<file path="src/rtl/traceback_unit_pkg.sv">
// Shared types for the traceback walker: direction codes (which double as the
// path operation encoding), walker states and path-length limits.
package traceback_unit_pkg;

    localparam int MAX_STEPS  = 63;
    localparam int PATH_LEN_W = 6;

    typedef enum logic [1:0] {
        DIR_STOP = 2'b00,
        DIR_DIAG = 2'b01,
        DIR_UP   = 2'b10,
        DIR_LEFT = 2'b11
    } dir_e;

    typedef enum logic [1:0] {
        ST_IDLE = 2'b00,
        ST_READ = 2'b01,
        ST_EVAL = 2'b10,
        ST_DONE = 2'b11
    } tb_state_e;

endpackage

</file>
<file path="src/rtl/traceback_unit.sv">
// Walks the score matrix back from the maximum cell, one element per
// READ/EVAL pair, emitting the local alignment path until STOP or a boundary.
module traceback_unit
    import traceback_unit_pkg::*;
#(
    parameter int ROW_BITS_WIDTH = 5,
    parameter int COL_BITS_WIDTH = 5,
    parameter int DIR_W          = 2
) (
    input  logic                      clk,
    input  logic                      rst,
    input  logic                      en_traceback,
    input  logic                      start_of_traceback,
    input  logic [ROW_BITS_WIDTH-1:0] max_row,
    input  logic [COL_BITS_WIDTH-1:0] max_col,
    input  logic [DIR_W-1:0]          dir_in,
    output logic [ROW_BITS_WIDTH-1:0] next_row,
    output logic [COL_BITS_WIDTH-1:0] next_col,
    output logic                      finished,
    output logic                      path_valid,
    output logic [1:0]                path_op,
    output logic [ROW_BITS_WIDTH-1:0] path_row,
    output logic [COL_BITS_WIDTH-1:0] path_col,
    output logic [PATH_LEN_W-1:0]     path_len,
    output logic                      tb_busy
);

    // path_valid is a one-cycle qualifier for path_op/path_row/path_col; there
    // is no back-pressure, the consumer must take the element when it is high.
    localparam logic [PATH_LEN_W-1:0] LAST_LEN = PATH_LEN_W'(MAX_STEPS - 1);

    tb_state_e                 state_q, state_d;
    dir_e                      dir;
    logic                      underflow;
    logic [ROW_BITS_WIDTH-1:0] row_d, prow_d;
    logic [COL_BITS_WIDTH-1:0] col_d, pcol_d;
    logic [PATH_LEN_W-1:0]     len_d;
    logic [1:0]                op_d;
    logic                      valid_d, fin_d;

    always_ff @(posedge clk or posedge rst) begin
        if (rst) state_q <= ST_IDLE;
        else     state_q <= state_d;
    end

    always_comb begin
        state_d   = state_q;
        row_d     = next_row;
        col_d     = next_col;
        len_d     = path_len;
        op_d      = path_op;
        prow_d    = path_row;
        pcol_d    = path_col;
        valid_d   = 1'b0;
        fin_d     = 1'b0;
        underflow = 1'b0;
        dir       = dir_e'(dir_in[1:0]);
        unique case (state_q)
            ST_IDLE: begin
                if (en_traceback && start_of_traceback) begin
                    row_d   = max_row;
                    col_d   = max_col;
                    len_d   = '0;
                    state_d = ST_READ;
                end
            end
            ST_READ: begin
                state_d = en_traceback ? ST_EVAL : ST_IDLE;
            end
            ST_EVAL: begin
                if (!en_traceback) begin
                    state_d = ST_IDLE;
                end else if (dir == DIR_STOP) begin
                    fin_d   = 1'b1;
                    state_d = ST_DONE;
                end else begin
                    valid_d = 1'b1;
                    op_d    = dir;
                    prow_d  = next_row;
                    pcol_d  = next_col;
                    len_d   = path_len + PATH_LEN_W'(1);
                    case (dir)
                        DIR_DIAG: underflow = (next_row == '0) || (next_col == '0);
                        DIR_UP:   underflow = (next_row == '0);
                        default:  underflow = (next_col == '0);
                    endcase
                    // A terminating element leaves the coordinates on the last cell.
                    if (underflow || path_len == LAST_LEN) begin
                        fin_d   = 1'b1;
                        state_d = ST_DONE;
                    end else begin
                        if (dir != DIR_LEFT) row_d = next_row - ROW_BITS_WIDTH'(1);
                        if (dir != DIR_UP)   col_d = next_col - COL_BITS_WIDTH'(1);
                        state_d = ST_READ;
                    end
                end
            end
            ST_DONE: begin
                if (!en_traceback) state_d = ST_IDLE;
            end
            default: state_d = ST_IDLE;
        endcase
    end

    always_ff @(posedge clk or posedge rst) begin
        if (rst) begin
            next_row   <= '0;
            next_col   <= '0;
            path_len   <= '0;
            path_row   <= '0;
            path_col   <= '0;
            path_op    <= '0;
            finished   <= 1'b0;
            path_valid <= 1'b0;
            tb_busy    <= 1'b0;
        end else begin
            next_row   <= row_d;
            next_col   <= col_d;
            path_len   <= len_d;
            path_row   <= prow_d;
            path_col   <= pcol_d;
            path_op    <= op_d;
            finished   <= fin_d;
            path_valid <= valid_d;
            tb_busy    <= (state_d == ST_READ) || (state_d == ST_EVAL);
        end
    end

endmodule

</file>
<file path="config.mk">
export PLATFORM = sky130hd
export DESIGN_NAME = traceback_unit
export DESIGN_NICKNAME = d
export VERILOG_FILES = /design/src/rtl/traceback_unit_pkg.sv /design/src/rtl/traceback_unit.sv
export SDC_FILE = /design/constraint.sdc
export NUM_CORES = 1
export LEC_CHECK = 0
export ABC_AREA = 1
export BUFFER_PORTS_ARGS = -buffer_cell sky130_fd_sc_hd__buf_2
export CAP_MARGIN = 20
export CORE_ASPECT_RATIO = 1.5
export CORE_MARGIN = 1.5
export CORE_UTILIZATION = 24
export CTS_CLUSTER_DIAMETER = 150
export DETAILED_ROUTE_END_ITERATION = 12
export GPL_TIMING_DRIVEN = 0
export PLACE_DENSITY = 0.52
export SLEW_MARGIN = 5
export SYNTH_ARGS = -nofsm -noshare
export SYNTH_HDL_FRONTEND = slang
export SYNTH_SLANG_ARGS = --single-unit
export TNS_END_PERCENT = 5
</file>
<file path="constraint.sdc">
create_clock -name clk -period 1.2 [get_ports clk]
set_input_delay 0.24 -clock clk [delete_from_list [all_inputs] [get_ports clk]]
set_output_delay 0.24 -clock clk [all_outputs]
set_load 0.01 [all_outputs]
</file>
# After elaboration in Yosys (flattened, before gate mapping)
# Cells that the tools add are included.
dict set report word_totals {
  regBits 33
  input_bits 16
}
dict set report op_classes {
  n_mux 34
  n_reduce_logical 13
  bitwise 1
  eq_ne 16
  add_sub_neg 3
}
# operator count
set op_table {}
lappend op_table {{$mux 5} 10}
lappend op_table {{$pmux 5 s2} 2}
lappend op_table {{$mux 6} 3}
lappend op_table {{$ne 2x2->1 const B} 8}
lappend op_table {{$mux 2} 6}
lappend op_table {{$pmux 6 s2} 1}
lappend op_table {{$reduce_and 6->1} 2}
lappend op_table {{$logic_not 5->1} 2}
lappend op_table {{$mux 1} 10}
lappend op_table {{$sub 5x1->5 const B} 2}
lappend op_table {{$eq 2x2->1 const B} 4}
lappend op_table {{$pmux 2 s4} 1}
lappend op_table {{$add 6x1->6 const B} 1}
lappend op_table {{$eq 2x1->1 const B} 3}
lappend op_table {{$eq 6x6->1 const B} 1}
lappend op_table {{$logic_not 2->1} 2}
lappend op_table {{$reduce_and 4->1} 1}
lappend op_table {{$logic_or 1x1->1} 3}
lappend op_table {{$reduce_and 3->1} 1}
lappend op_table {{$pmux 1 s2} 1}
lappend op_table {{$reduce_bool 2->1} 1}
lappend op_table {{$logic_and 1x1->1} 1}
lappend op_table {{$not 1->1} 1}

# Depth between registers and ports, before layout
# Gate-level depths: netlist of the first run.
dict set report depth {
  ltp_word 13
  depth_mapped 10
}

# Worst setup path before layout of the first run
# Ideal clock, no wire load.
dict set report synth_timing {
  path_kind {register to register}
  startpoint {reg next_col[0]}
  endpoint {reg next_col[0]}
  path_slack_ps -227
  stages_incl_launch_ff 11
  path_buffers 1
  required_ps 1135
  synth_period_minus_slack_ps 1427
  arrival_ps 1362
  path_cell_list {dfrtp_1 > inv_1 > ha_1 > inv_1 > nor2_1 > nand3_1 > nand2_1 > o21bai_4 > buf_6 > nand3_1 > nand2_1}
}
dict set report synth_via {
  elab_chain_cells 9
}
# item line
set synth_rtl {}
lappend synth_rtl {{start, declared} traceback_unit.sv:18} ;# output logic [COL_BITS_WIDTH-1:0] next_col,
lappend synth_rtl {{start signal, assigned} traceback_unit.sv:118} ;# next_col <= col_d;
lappend synth_rtl {{$logic_not 5->1} {traceback_unit.sv:83, traceback_unit.sv:85}}
lappend synth_rtl {{$logic_or 1x1->1} traceback_unit.sv:83} ;# DIR_DIAG: underflow = (next_row == '0) || (next_col == '0);
lappend synth_rtl {{$pmux 1 s2} traceback_unit.sv:82} ;# case (dir)
lappend synth_rtl {{$mux 1} traceback_unit.sv:73} ;# end else if (dir == DIR_STOP) begin
lappend synth_rtl {{$mux 1} traceback_unit.sv:71} ;# if (!en_traceback) begin
lappend synth_rtl {{$mux 1} traceback_unit.sv:58} ;# unique case (state_q)
lappend synth_rtl {{$logic_or 1x1->1} traceback_unit.sv:88} ;# if (underflow || path_len == LAST_LEN) begin
lappend synth_rtl {{$ne 2x2->1 (no line)} -}
lappend synth_rtl {{$reduce_and 6->1 (no line)} -}
# Several ways; a longest one is shown, not always the timed one. The select of a mux whose other input is x is not followed.
# A chain may end at the register's enable or synchronous reset.

# Final worst setup path of the first run
dict set report layout_timing {
  startpoint {reg next_row[1]}
  endpoint {reg next_col[4]}
}
dict set report layout_via {
  elab_chain_cells 9
}
# item line
set layout_rtl {}
lappend layout_rtl {{start, declared} traceback_unit.sv:17} ;# output logic [ROW_BITS_WIDTH-1:0] next_row,
lappend layout_rtl {{start signal, assigned} traceback_unit.sv:117} ;# next_row <= row_d;
lappend layout_rtl {{$logic_not 5->1 *} {traceback_unit.sv:83, traceback_unit.sv:84}}
lappend layout_rtl {{$logic_or 1x1->1} traceback_unit.sv:83}
lappend layout_rtl {{$pmux 1 s2 *} traceback_unit.sv:82}
lappend layout_rtl {{$mux 1 *} traceback_unit.sv:73}
lappend layout_rtl {{$mux 1 *} traceback_unit.sv:71}
lappend layout_rtl {{$mux 1 *} traceback_unit.sv:58}
lappend layout_rtl {{$logic_or 1x1->1 *} traceback_unit.sv:88}
lappend layout_rtl {{$ne 2x2->1 (no line) *} -}
lappend layout_rtl {{$reduce_and 6->1 (no line) *} -}
# Mark *: on every way between the ends. The rest lies on a longest branch, timed or not. The select of a mux whose other input is x is not followed.

==> results of run 1 <==
-- synthesized netlist by cell type (2+ instances only) --
| cell type | number |
|---|---|
| a21oi_1 | 5 |
| buf_2 | 2 |
| buf_6 | 2 |
| dfrtp_1 | 33 |
| ha_1 | 10 |
| inv_1 | 30 |
| inv_2 | 2 |
| nand2_1 | 73 |
| nand2_2 | 2 |
| nand3_1 | 23 |
| nand4_1 | 3 |
| nor2_1 | 15 |
| o21ai_0 | 13 |
| o21ai_1 | 11 |
| o31ai_1 | 4 |
| xor2_1 | 2 |
-- per-layer routing --
metal  up-vias  track usage [%]
li1        888                -
met1       825            15.69
met2        35            22.50
met3         6            2.281
met4         0            5.091
met5         -                0
-- state kept, by name (all words and copies together) (netlist names) --
name and flops:
finished 1, next_col 5, next_row 5, path_col 5
path_len 6, path_op 2, path_row 5, path_valid 1
state_q 2, tb_busy 1
-- layout make-up --
class / count / area, µm²
sequential: 33 / 828.3
inverter: 33 / 128.9
tap: 102 / 127.6
fill: 845 / 4925
clock inverter: 1 / 7.507
clock buffer: 7 / 132.6
buffer: 5 / 56.30
timing repair buffer: 59 / 371.6
multi-input combinational: 166 / 985.9
-- where the power goes --
part	internal, mW	switching, mW	leakage [nW]
sequential	1.48	0.292	0.425
combinational	0.995	1.33	0.912
clock	0.770	0.467	0.0641
total	3.25	2.09	1.40
-- kinds of logic after synthesis --
family,count (synthesis),share of synthesized area (%)
compound gates,35,10.95
xor+xnor,3,1.420
fa+ha+maj,10,6.761
buf+inv,38,8.993
flops,33,44.62
simple gates,118,27.25
-- placed cells by master, fill, tap and decap left out, types with 2 or more instances in the layout --
cell       count
nand2_1       68
buf_2         44
dfrtp_1       31
inv_1         23
o21ai_1       15
nand3_1       14
nor2_1        12
buf_6         10
inv_2          9
nand3_2        9
o21ai_0        9
buf_4          9
ha_1           6
a21oi_1        5
clkbuf_16      5
nand2_2        4
nand2_4        3
o31ai_1        3
nand4_1        3
nor2_2         2
xor2_1         2
ha_2           2
ha_4           2
clkbuf_1       2
dfrtp_2        2
-- timing repair --
action	CTS	global route
resized for setup	20	24
endpoints found under the hold margin	0	0
cloned	1	0
setup buffers	10	1
setup endpoints to repair	31	36
pin swaps	17	9
-- worst paths after layout --
kind                                                 to  slack, ps  depth (start not counted)
worst max-delay path            next_col[4]$_DFFE_PP0P_       -220                         10
worst min-delay path            path_row[1]$_DFFE_PP0P_          8                          2
worst max register to register  next_col[4]$_DFFE_PP0P_       -220                         10
worst min register to register  path_col[2]$_DFFE_PP0P_        480                          2
max in group asynchronous       path_len[0]$_DFFE_PP0P_        670                          3
min in group clk                   state_q[1]$_DFF_PP0_        290                          3
==> metrics.yaml, run 1 <==
hold_path.class: "input port to asynchronous set/reset pin"
critPathLaunchType: "flop"
io_buffers: 46
wirelength_um: 4977
p_per_area_nw_per_um2: 2024
place_inst: 386
crit_path_max_incr_delay_ps: 350
grtUsageTotal_pct: 13.09
cp_data_arrival_time_ps: 1640
violations: "setup timing"
start_util_pct: 24.47
clock_path_buffers: 2
period_needed_ps: 1422
cp.required_ps: 1410
slew_viol_final: 0
critPathCaptureType: "flop"
fin_total_pwr_mw: 5.341
grt-ovfl-total: 0
io_pins: 47
synth_edf_count: 0
fin_skew_ps: 5.149
dp_slack_ps: -339.8
crit_start: "next_row[1]$_DFFE_PP0P_"
routed_via_density: 4.320
routabilityCongestion: 0.7857
fin_crit_sh_pct: 118.5
yosysTopAreaCell: "dfrtp_1"
crit_buf_inv: 2
placementRows: 39
wire_per_inst_um: 12.26
fin_area_um2: 2639
drive_gt1_share_pct: 35.86
cts_tree: "done"
ys_top_cells_by_area: "dfrtp_1 (45%), nand2_1 (15%), ha_1 (6.8%)"
hpwlAfterDp_um: 3662
clk-insertion-delay-late_ps: 280
ys_seq_area_share_pct: 44.62
cpLargestDelayFamily: "simple AND/OR/NAND/NOR gates"
fin_cells: 406
hold_ws_ps: 8.029
synth_top_cell_area_share_pct: 44.62
cts_inserted_buffers: 5
grt_pass1_wl_um: 8273
path_max_fanout: 5
final-hold-violation-count: 0
grt_pass1_vias: 1705
hold_buffers: 0
crit_path_cell_trace: "inv_2, ha_4, nand2_2, nor2_2, nand2_1, nand2_2, o21bai_4, buf_6, nand3_2, nand2_1"
cts_root_buffer: "clkbuf_16"
vdd_ir_drop_max_mv: 0.7569
crit_type: "flop to flop"
route.detailed.drc: 0
max_freq_mhz: 703.1
cts.sinks: 33
synthFlopType: "dfrtp_1"
met1_length_um: 2079
rsz0062_at_grt: "true"
first_pass_iters: 5
wl_met3_um: 139
placed_area_um2: 2267
drtAntennaViolNets: 0
syn_inst: 237
setup_ws_ps: -222.3
ctsHtreeMaxLevel: 2
p_leak_nw: 1.401
synthArstFlopShare_pct: 100.0
setup_viol: 17
reg2reg_from: "next_row[1]$_DFFE_PP0P_"
layout.nets: 329
maxCapViolCount: 0
clk_pin_slew_ps: 50
status: "finished, violations left"
slowest_stage: "dfrtp_1"
drtIter0Drc: 76
grt_max_degree: 23
worst_slew_pin_slew_ps: 560.4
die-height_um: 110.5
relSlewSlack_pct: 62.60
fin_util_pct: 34.89
die_area_um2: 8257
syn_nets: 263
wl_met2_um: 2660
netlist-cell-type-count: 23
vias: 1754
netlist_area_um2: 1851
yosys_register_bits: 33
avgSynthCellArea_um2: 7.808
fp.dieW_um: 74.70
top_layer_used: "met4"
yosysWarnings: 0
area_growth_pct: 42.60
fp.coreArea_um2: 7564
antenna_found_initial: 0
diodes: 0
fin_tns_setup_ps: -2609
Note: power is estimated with default switching activity, not from simulation.
==> run 2: changes to the inputs <==
- CTS_BUF_LIST: not set -> sky130_fd_sc_hd__clkbuf_4 sky130_fd_sc_hd__clkbuf_8
==> metrics.yaml, run 2 (synthesized netlist as in run 1, its figures left out) <==
status: "finished, violations left"
violations: "hold timing, setup timing"
first_pass_iters: 4
cts.sinks: 33
placementRows: 39
routabilityCongestion: 0.7857
cts_root_buffer: "clkbuf_8"
hpwlAfterDp_um: 3662
setup_viol: 18
io_pins: 47
maxCapViolCount: 0
route.detailed.drc: 0
cp.required_ps: 1430
setup_ws_ps: -238.8
place_inst: 386
period_needed_ps: 1439
fp.coreArea_um2: 7564
mostFrequentLayoutCells: "nand2_1 (69), buf_2 (42), dfrtp_1 (30), inv_1 (24), nand3_1 (18)"
wirelength_um: 4987
die-height_um: 110.5
fin_cells: 406
regToRegEndpoint: "next_col[3]$_DFFE_PP0P_"
grt_pass1_vias: 1678
largest_reg_flops: 6
fin_skew_ps: 8.732
placed_area_um2: 2267
drive_gt1_share_pct: 34.21
grt_max_degree: 23
clk-insertion-delay-late_ps: 290
reg2reg_from: "path_len[0]$_DFFE_PP0P_"
ff_latch_area_um2: 829.5
routed_via_density: 4.325
p_per_area_nw_per_um2: 1932
hold_path.class: "input port to asynchronous set/reset pin"
ctsHtreeMaxLevel: 2
cts_tree: "done"
final_common_cell: "nand2_1"
relSlewSlack_pct: 62.76
rrSetupSlack_ps: -240
die_area_um2: 8257
vias: 1756
clock_path_buffers: 2
fin_crit_sh_pct: 119.9
crit_type: "flop to flop"
io_buffers: 46
grt_pass1_wl_um: 8086
max_freq_mhz: 695.0
hold_ws_ps: -8.575
drtAntennaViolNets: 0
slew_viol_final: 0
path_max_fanout: 5
diodes: 0
p_leak_nw: 1.381
area_growth_pct: 39.01
fillCellCount: 842
cp_data_arrival_time_ps: 1670
worst_slew_pin_slew_ps: 558.0
wire_per_inst_um: 12.28
layout.nets: 329
r2r_cells: 10
drtIter0Drc: 78
fp.dieW_um: 74.70
fin_area_um2: 2572
multiInputGateArea_um2: 958.4
grt-ovfl-total: 0
antenna_found_initial: 0
clk_pin_slew_ps: 70
critPathLaunchType: "flop"
cts_inserted_buffers: 5
start_util_pct: 24.47
critPathCaptureType: "flop"
vdd_ir_drop_max_mv: 0.5705
largest-register: "path_len"
rsz0062_at_grt: "true"
grtUsageTotal_pct: 13.07
final-hold-violation-count: 10
run 2: changes by cell type in the layout (fill, tap and decap cells not counted), moves of 2 or more:
cell       change
clkbuf_16      -5
buf_2          -2
nand3_2        -4
clkbuf_1       -2
clkbuf_4       +2
nand3_1        +4
clkbuf_8       +5
run 2: layer usage:
metal | up-vias | GRT usage (%) | wire [µm]
met5 | - | 0 | 0
met4 | 0 | 5.455 | 103
met3 | 6 | 2.828 | 150
met2 | 38 | 22.50 | 2731
met1 | 824 | 15.12 | 2002
li1 | 888 | - | -
run 2: how the worst max path moves through the flow:
stage / cells after the start / slack, ps / end / start
global route: 10 / -350 / next_col[1]$_DFFE_PP0P_ / next_col[1]$_DFFE_PP0P_
global placement: 2 / -400 / path_len[0]$_DFFE_PP0P_ / rst
finish: 10 / -240 / next_col[3]$_DFFE_PP0P_ / path_len[0]$_DFFE_PP0P_
floorplan: 10 / -160 / next_col[4]$_DFFE_PP0P_ / next_row[1]$_DFFE_PP0P_
CTS: 10 / -210 / next_col[2]$_DFFE_PP0P_ / next_col[1]$_DFFE_PP0P_
detailed placement: 11 / -340 / next_row[4]$_DFFE_PP0P_ / dir_in[1]
run 2: power by group:
part,leakage [nW],switching (mW),internal (mW)
Clock,0.0453,0.417,0.456
Combinational,0.912,1.32,0.993
Sequential,0.424,0.298,1.48
Total,1.38,2.04,2.93
run 2: repair_timing:
item                                    4_1_cts  5_1_grt
pin swaps                                     3       18
resized for setup                            12       26
setup buffers                                10        1
gates cloned                                  1        0
hold buffers                                  0        0
endpoints found under the setup margin       31       38
run 2: critical path: stages, from the launching register on:
cell,delay [ps]
dfrtp_2,370
inv_2,40
ha_1,180
inv_1,50
nor2_1,40
nand2_1,70
nand2_2,80
o21bai_4,250
buf_6,170
nand3_1,70
nand2_1,70
run 2: final cells by class:
cell class / instances / area share [%]
Inverter: 33 / 5.010
Buffer: 5 / 2.189
Tap cell: 102 / 4.961
Sequential cell: 33 / 32.25
Timing Repair Buffer: 59 / 14.79
Multi-Input combinational cell: 166 / 37.26
Clock buffer: 7 / 3.259
Clock inverter: 1 / 0.2918
run 2: per-stage QoR:
step	TNS (ps)	utilization (%)	setup WS, ps	hold WS [ps]	total power [mW]
finish	-2802	34.01	-238.8	-8.575	4.971
global placement	-18040	29.61	-404.7	464.5	3.703
floorplan	-1952	-	-158.2	368.8	3.005
global route	-4728	34.01	-345.9	26.52	5.432
CTS	-3388	32.77	-211.4	3.467	4.880
detailed placement	-8544	29.98	-339.8	319.8	3.750
